### src/rtl/pen_locator.sv
// Light-pen locator: confirms a pen hit on the same pixel over consecutive frames and
// issues one valid/ready frame-RAM write for it. Optional erase input: PEN_LOCATOR_ERASE_EN.
module pen_locator #(
  parameter int CONFIRM_FRAMES = 2,
  parameter int HOLDOFF_FRAMES = 4
) (
  input  logic       clk,
  input  logic       rst,
  input  logic       frame_start,
  input  logic       slot_valid,
  input  logic [2:0] slot_row,
  input  logic [2:0] slot_col,
  input  logic       pen_hit,
`ifdef PEN_LOCATOR_ERASE_EN
  input  logic       erase,
`endif
  input  logic       wr_ready,
  output logic       wr_valid,
  output logic [5:0] wr_addr,
  output logic       wr_data,
  output logic       busy,
  output logic [1:0] fsm_state
);

  // Write port handshake: wr_valid/wr_addr/wr_data are held stable from assertion until the
  // cycle in which wr_valid && wr_ready; only rst may drop wr_valid without that handshake.

  typedef enum logic [1:0] {IDLE, CONFIRM, WRITE, HOLDOFF} state_t;

  localparam logic [3:0] CONFIRM_N = 4'(CONFIRM_FRAMES);
  localparam logic [3:0] HOLD_N    = 4'(HOLDOFF_FRAMES);

  state_t     state, state_nx;
  logic       frame_hit, discard;
  logic [5:0] cand_addr, ref_addr, ref_nx;
  logic [3:0] cnt, cnt_nx, cnt_inc, hcnt, hcnt_nx, hcnt_inc;
  logic       hit_now, handshake;
  logic [5:0] slot_addr;

  assign hit_now   = slot_valid && pen_hit;
  assign slot_addr = {slot_row, slot_col};
  assign handshake = wr_valid && wr_ready;
  assign cnt_inc   = (cnt == 4'hF) ? cnt : cnt + 4'd1;
  assign hcnt_inc  = (hcnt == 4'hF) ? hcnt : hcnt + 4'd1;

  // First hit of each frame; a hit coinciding with frame_start opens the new frame.
  // Frames that overlap a pending write are thrown away until the next frame_start after it.
  always_ff @(posedge clk) begin
    if (rst) begin
      frame_hit <= 1'b0;
      cand_addr <= 6'd0;
      discard   <= 1'b0;
    end else if (state == WRITE) begin
      frame_hit <= 1'b0;
      discard   <= 1'b1;
    end else if (frame_start) begin
      discard   <= 1'b0;
      frame_hit <= hit_now;
      if (hit_now) cand_addr <= slot_addr;
    end else if (hit_now && !frame_hit && !discard) begin
      frame_hit <= 1'b1;
      cand_addr <= slot_addr;
    end
  end

  always_ff @(posedge clk) begin
    if (rst) begin
      state    <= IDLE;
      ref_addr <= 6'd0;
      cnt      <= 4'd0;
      hcnt     <= 4'd0;
    end else begin
      state    <= state_nx;
      ref_addr <= ref_nx;
      cnt      <= cnt_nx;
      hcnt     <= hcnt_nx;
    end
  end

  always_comb begin
    state_nx = state;
    ref_nx   = ref_addr;
    cnt_nx   = cnt;
    hcnt_nx  = hcnt;
    unique case (state)
      IDLE: begin
        if (frame_start && frame_hit) begin
          ref_nx   = cand_addr;
          cnt_nx   = 4'd1;
          state_nx = (CONFIRM_N <= 4'd1) ? WRITE : CONFIRM;
        end
      end
      CONFIRM: begin
        if (frame_start) begin
          if (!frame_hit) begin
            state_nx = IDLE;
            cnt_nx   = 4'd0;
          end else if (cand_addr != ref_addr) begin
            ref_nx = cand_addr;
            cnt_nx = 4'd1;
          end else begin
            cnt_nx = cnt_inc;
            if (cnt_inc >= CONFIRM_N) state_nx = WRITE;
          end
        end
      end
      WRITE: begin
        if (handshake) begin
          hcnt_nx  = 4'd0;
          cnt_nx   = 4'd0;
          state_nx = (HOLD_N == 4'd0) ? IDLE : HOLDOFF;
        end
      end
      HOLDOFF: begin
        if (frame_start) begin
          hcnt_nx = hcnt_inc;
          if (hcnt_inc >= HOLD_N) state_nx = IDLE;
        end
      end
      default: state_nx = IDLE;
    endcase
  end

  // Registered write outputs, loaded on entry to WRITE so they appear one cycle after
  // the confirming frame_start and stay frozen for the whole request.
  always_ff @(posedge clk) begin
    if (rst) begin
      wr_valid <= 1'b0;
      wr_addr  <= 6'd0;
      wr_data  <= 1'b0;
    end else begin
      wr_valid <= (state_nx == WRITE);
      if (state != WRITE && state_nx == WRITE) begin
        wr_addr <= ref_nx;
`ifdef PEN_LOCATOR_ERASE_EN
        wr_data <= ~erase;
`else
        wr_data <= 1'b1;
`endif
      end
    end
  end

  assign busy      = (state != IDLE);
  assign fsm_state = state;

endmodule
### config.mk
export PLATFORM = sky130hd
export DESIGN_NAME = pen_locator
export DESIGN_NICKNAME = d
export VERILOG_FILES = /design/src/rtl/pen_locator.sv
export SDC_FILE = /design/constraint.sdc
export NUM_CORES = 1
export LEC_CHECK = 0
export ABC_AREA = 1
export CAP_MARGIN = 5
export CELL_PAD_IN_SITES_DETAIL_PLACEMENT = 0
export CELL_PAD_IN_SITES_GLOBAL_PLACEMENT = 1
export CORE_MARGIN = 1
export CORE_UTILIZATION = 42
export DETAILED_ROUTE_END_ITERATION = 10
export GPL_ROUTABILITY_DRIVEN = 0
export PLACE_DENSITY = 0.87
export SETUP_SLACK_MARGIN = 0.5
export SLEW_MARGIN = 20
export SYNTH_ARGS = -nofsm -noshare
export SYNTH_HDL_FRONTEND = slang
export SYNTH_SLANG_ARGS = --single-unit
### constraint.sdc
create_clock -name clk -period 3.3 [get_ports clk]
set_input_delay 0.66 -clock clk [delete_from_list [all_inputs] [get_ports clk]]
set_output_delay 0.66 -clock clk [all_outputs]
set_load 0.01 [all_outputs]
==> flow_metrics.py <==
metrics = {
    "sta": {
        "fin_crit_ns": 2.47,
        "drv_slew": 0,
        "hold_violations": 0,
        "fin_setup_tns_ns": 0,
        "slew_headroom_pct": 69.3,
        "fmax_mhz": 405,
        "clock-skew-final_ns": 0.00771,
        "setup_viol": 0,
        "tightest_slew_ns": 0.460,
        "holdWs_ns": 0.465,
        "rsz0062_at_grt": "no",
        "fin_crit_sh_pct": 74.8,
    },
    "flow_run": {
        "drv_cap": 0,
    },
    "cts": {
        "clock_latency_ns": 0.28,
        "cts_setup_buffers": 0,
        "clk_pin_slew_ns": 0.07,
        "cts_root_buffer": "clkbuf_8",
        "htreeDepth": 2,
        "cts_tree": "done",
        "hold_buffers": 0,
        "clk_path_buf_depth": 2,
        "clkSinkCount": 32,
        "cts_resized": 0,
        "numCtsBuffers": 5,
    },
    "global_routing": {
        "antenna_found_initial": 0,
        "grt_use_total_pct": 18.4,
        "grt_pass1_wl_mm": 6.20,
        "grt_start_max_net_pins": 20,
        "grt_overflow": 0,
        "grt_pass1_vias": 1463,
    },
    "synth": {
        "synth_top_area_share_pct": 36.1,
        "synth_common_cells": "nand2_1, nor2_1, inv_1, dfxtp_1, a21oi_1",
        "async_flop_share_pct": 0,
        "ys_ff_latch": 32,
        "synth_nets": 282,
        "syn_avg_cell_area_um2": 6.73,
        "yosysSeqAreaShare_pct": 36.1,
        "yosys_warnings": 0,
        "synth-edff-count": 0,
        "ys_types": 27,
        "yosysTopAreaCell": "dfxtp_1",
        "syn-instance-count": 264,
        "yosysMostFrequentCell": "nand2_1",
        "ys.flop_type": "dfxtp_1",
        "synthesis.area_um2": 1780,
        "synth_area_leaders": "dfxtp_1, nand2_1, nor2_1",
    },
    "floorplanning": {
        "core.rowCount": 23,
        "die_h_um": 67.0,
        "core_area_um2": 4030,
        "die_area_um2": 4490,
        "start_util_pct": 44.1,
        "die_w_um": 67.0,
        "pin_count": 23,
    },
    "worst_hold_path": {
        "min_path_type": "flop to flop",
    },
    "power_and_ir_drop": {
        "ir_drop_mv": 0.203,
        "finalPower_mw": 0.814,
        "p_leak_nw": 0.892,
        "power_density_nw_per_um2": 385,
    },
    "critical_path": {
        "worst_setup_path_end_kind": "output port",
        "cp.arrival_ns": 1.81,
        "critPathRequiredTime_ns": 2.64,
        "cp_slowest_cell": "clkdlybuf4s50_1",
        "startpoint_type": "flop",
        "path_cells": "inv_1 > ha_1 > inv_2 > clkdlybuf4s50_1",
        "critPathKind": "flop to output port",
        "max_stage_delay_ns": 0.57,
        "cp_max_fo": 8,
    },
    "place": {
        "place_hpwl_mm": 2.76,
        "port_buffers": 22,
    },
    "route": {
        "postRouteAntennaNets": 0,
        "drcViolationCount": 0,
        "dr.pass1.iters": 4,
        "dr.first_iter.drc_count": 108,
        "vias": 1648,
        "wl_per_cell_um": 10.8,
        "via_per_inst": 4.88,
        "routed_wl_mm": 3.66,
    },
    "finish": {
        "n_fill_cell": 416,
        "nets": 305,
        "diodes": 0,
        "syn2layout_area_growth_pct": 19.0,
        "drive_above_1_share_pct": 8.33,
    },
    "status": {
        "status": "complete, no violations",
    },
}
[kinds of logic (layout without fill, tap and decap cells)]
logic type | after synthesis | count (layout) | share of synthesized area (%)
compound gates | 54 | 54 | 16.6
fa+ha+maj | 6 | 6 | 4.23
buf+inv | 42 | 66 | 10.0
flops | 32 | 32 | 36.1
simple gates | 129 | 129 | 32.6
xor+xnor | 1 | 1 | 0.493
[cell usage in the layout, fill, tap and decap left out, drive strengths merged]
cell and instances:
nor3 1, nor2 44, or2 1, clkdlybuf4s50 22
nand3 16, a211oi 2, buf 1, nand3b 1
nand2 64, inv 35, o21ai 19, xor2 1
dfxtp 32, a21oi 28, a31oi 1, a221oi 4
nand4 2, ha 6, clkbuf 7, clkinvlp 1
[through the flow]
stage                     worst slack [ns]  cells  area [µm²]  util (%)
after detailed placement             0.853    330        2020      50.2
after CTS                            0.824    338        2110      52.5
after floorplan                       1.45    264        1780         -
after global routing                 0.730    338        2110      52.5
final                                0.832    338        2110      52.5
after global placement               0.844    330        2020      50.2
[cell type report]
| cell class | instances | area [µm²] | share of cell area (%) |
|---|---|---|---|
| well taps | 50 | 62.6 | 2.96 |
| clock inverters | 1 | 7.51 | 0.355 |
| multi-input cells | 190 | 958 | 45.3 |
| flip-flops and latches | 32 | 641 | 30.3 |
| inverters | 35 | 131 | 6.21 |
| repair buffers | 23 | 228 | 10.8 |
| clock buffers | 7 | 86.3 | 4.08 |
[per-layer routing]
| layer | GRT usage (%) | vias up | part of all wire (%) |
|---|---|---|---|
| met3 | 3.77 | 2 | 4.3 |
| met2 | 28.9 | 25 | 46 |
| met5 | 0 | - | 0 |
| met4 | 7.98 | 0 | 0.85 |
| met1 | 24.0 | 729 | 49 |
| li1 | - | 892 | - |
[report_power, final]
group / switching, mW / internal, mW
Clock: 0.142 / 0.169
Sequential: 0.00813 / 0.397
Combinational: 0.0582 / 0.0392
[flip-flops by register name, indices dropped and copies added, names as in the netlist, 2 cells and up]
signal	cells
cand_addr	6
ref_addr	6
wr_addr	6
cnt	4
hcnt	4
fsm_state	2
[critical path: cells and delay by family, from the launching register on]
kind                       cells  cell delay [ns]
DFF                            1             0.44
adders and majority gates      1             0.25
buffers and inverters          3             0.83
[final timing paths]
path | startpoint | to | slack (ns) | cells after the start
setup / recovery | fsm_state[1]$_SDFF_PP0_ | busy | 0.83 | 4
hold / removal | hcnt[3]$_SDFFE_PP0P_ | hcnt[3]$_SDFFE_PP0P_ | 0.47 | 2
setup reg to reg | fsm_state[0]$_SDFF_PP0_ | cnt[2]$_SDFFE_PP0P_ | 1.18 | 11
hold reg to reg | hcnt[3]$_SDFFE_PP0P_ | hcnt[3]$_SDFFE_PP0P_ | 0.47 | 2
Power figures use the tool's default switching activity.
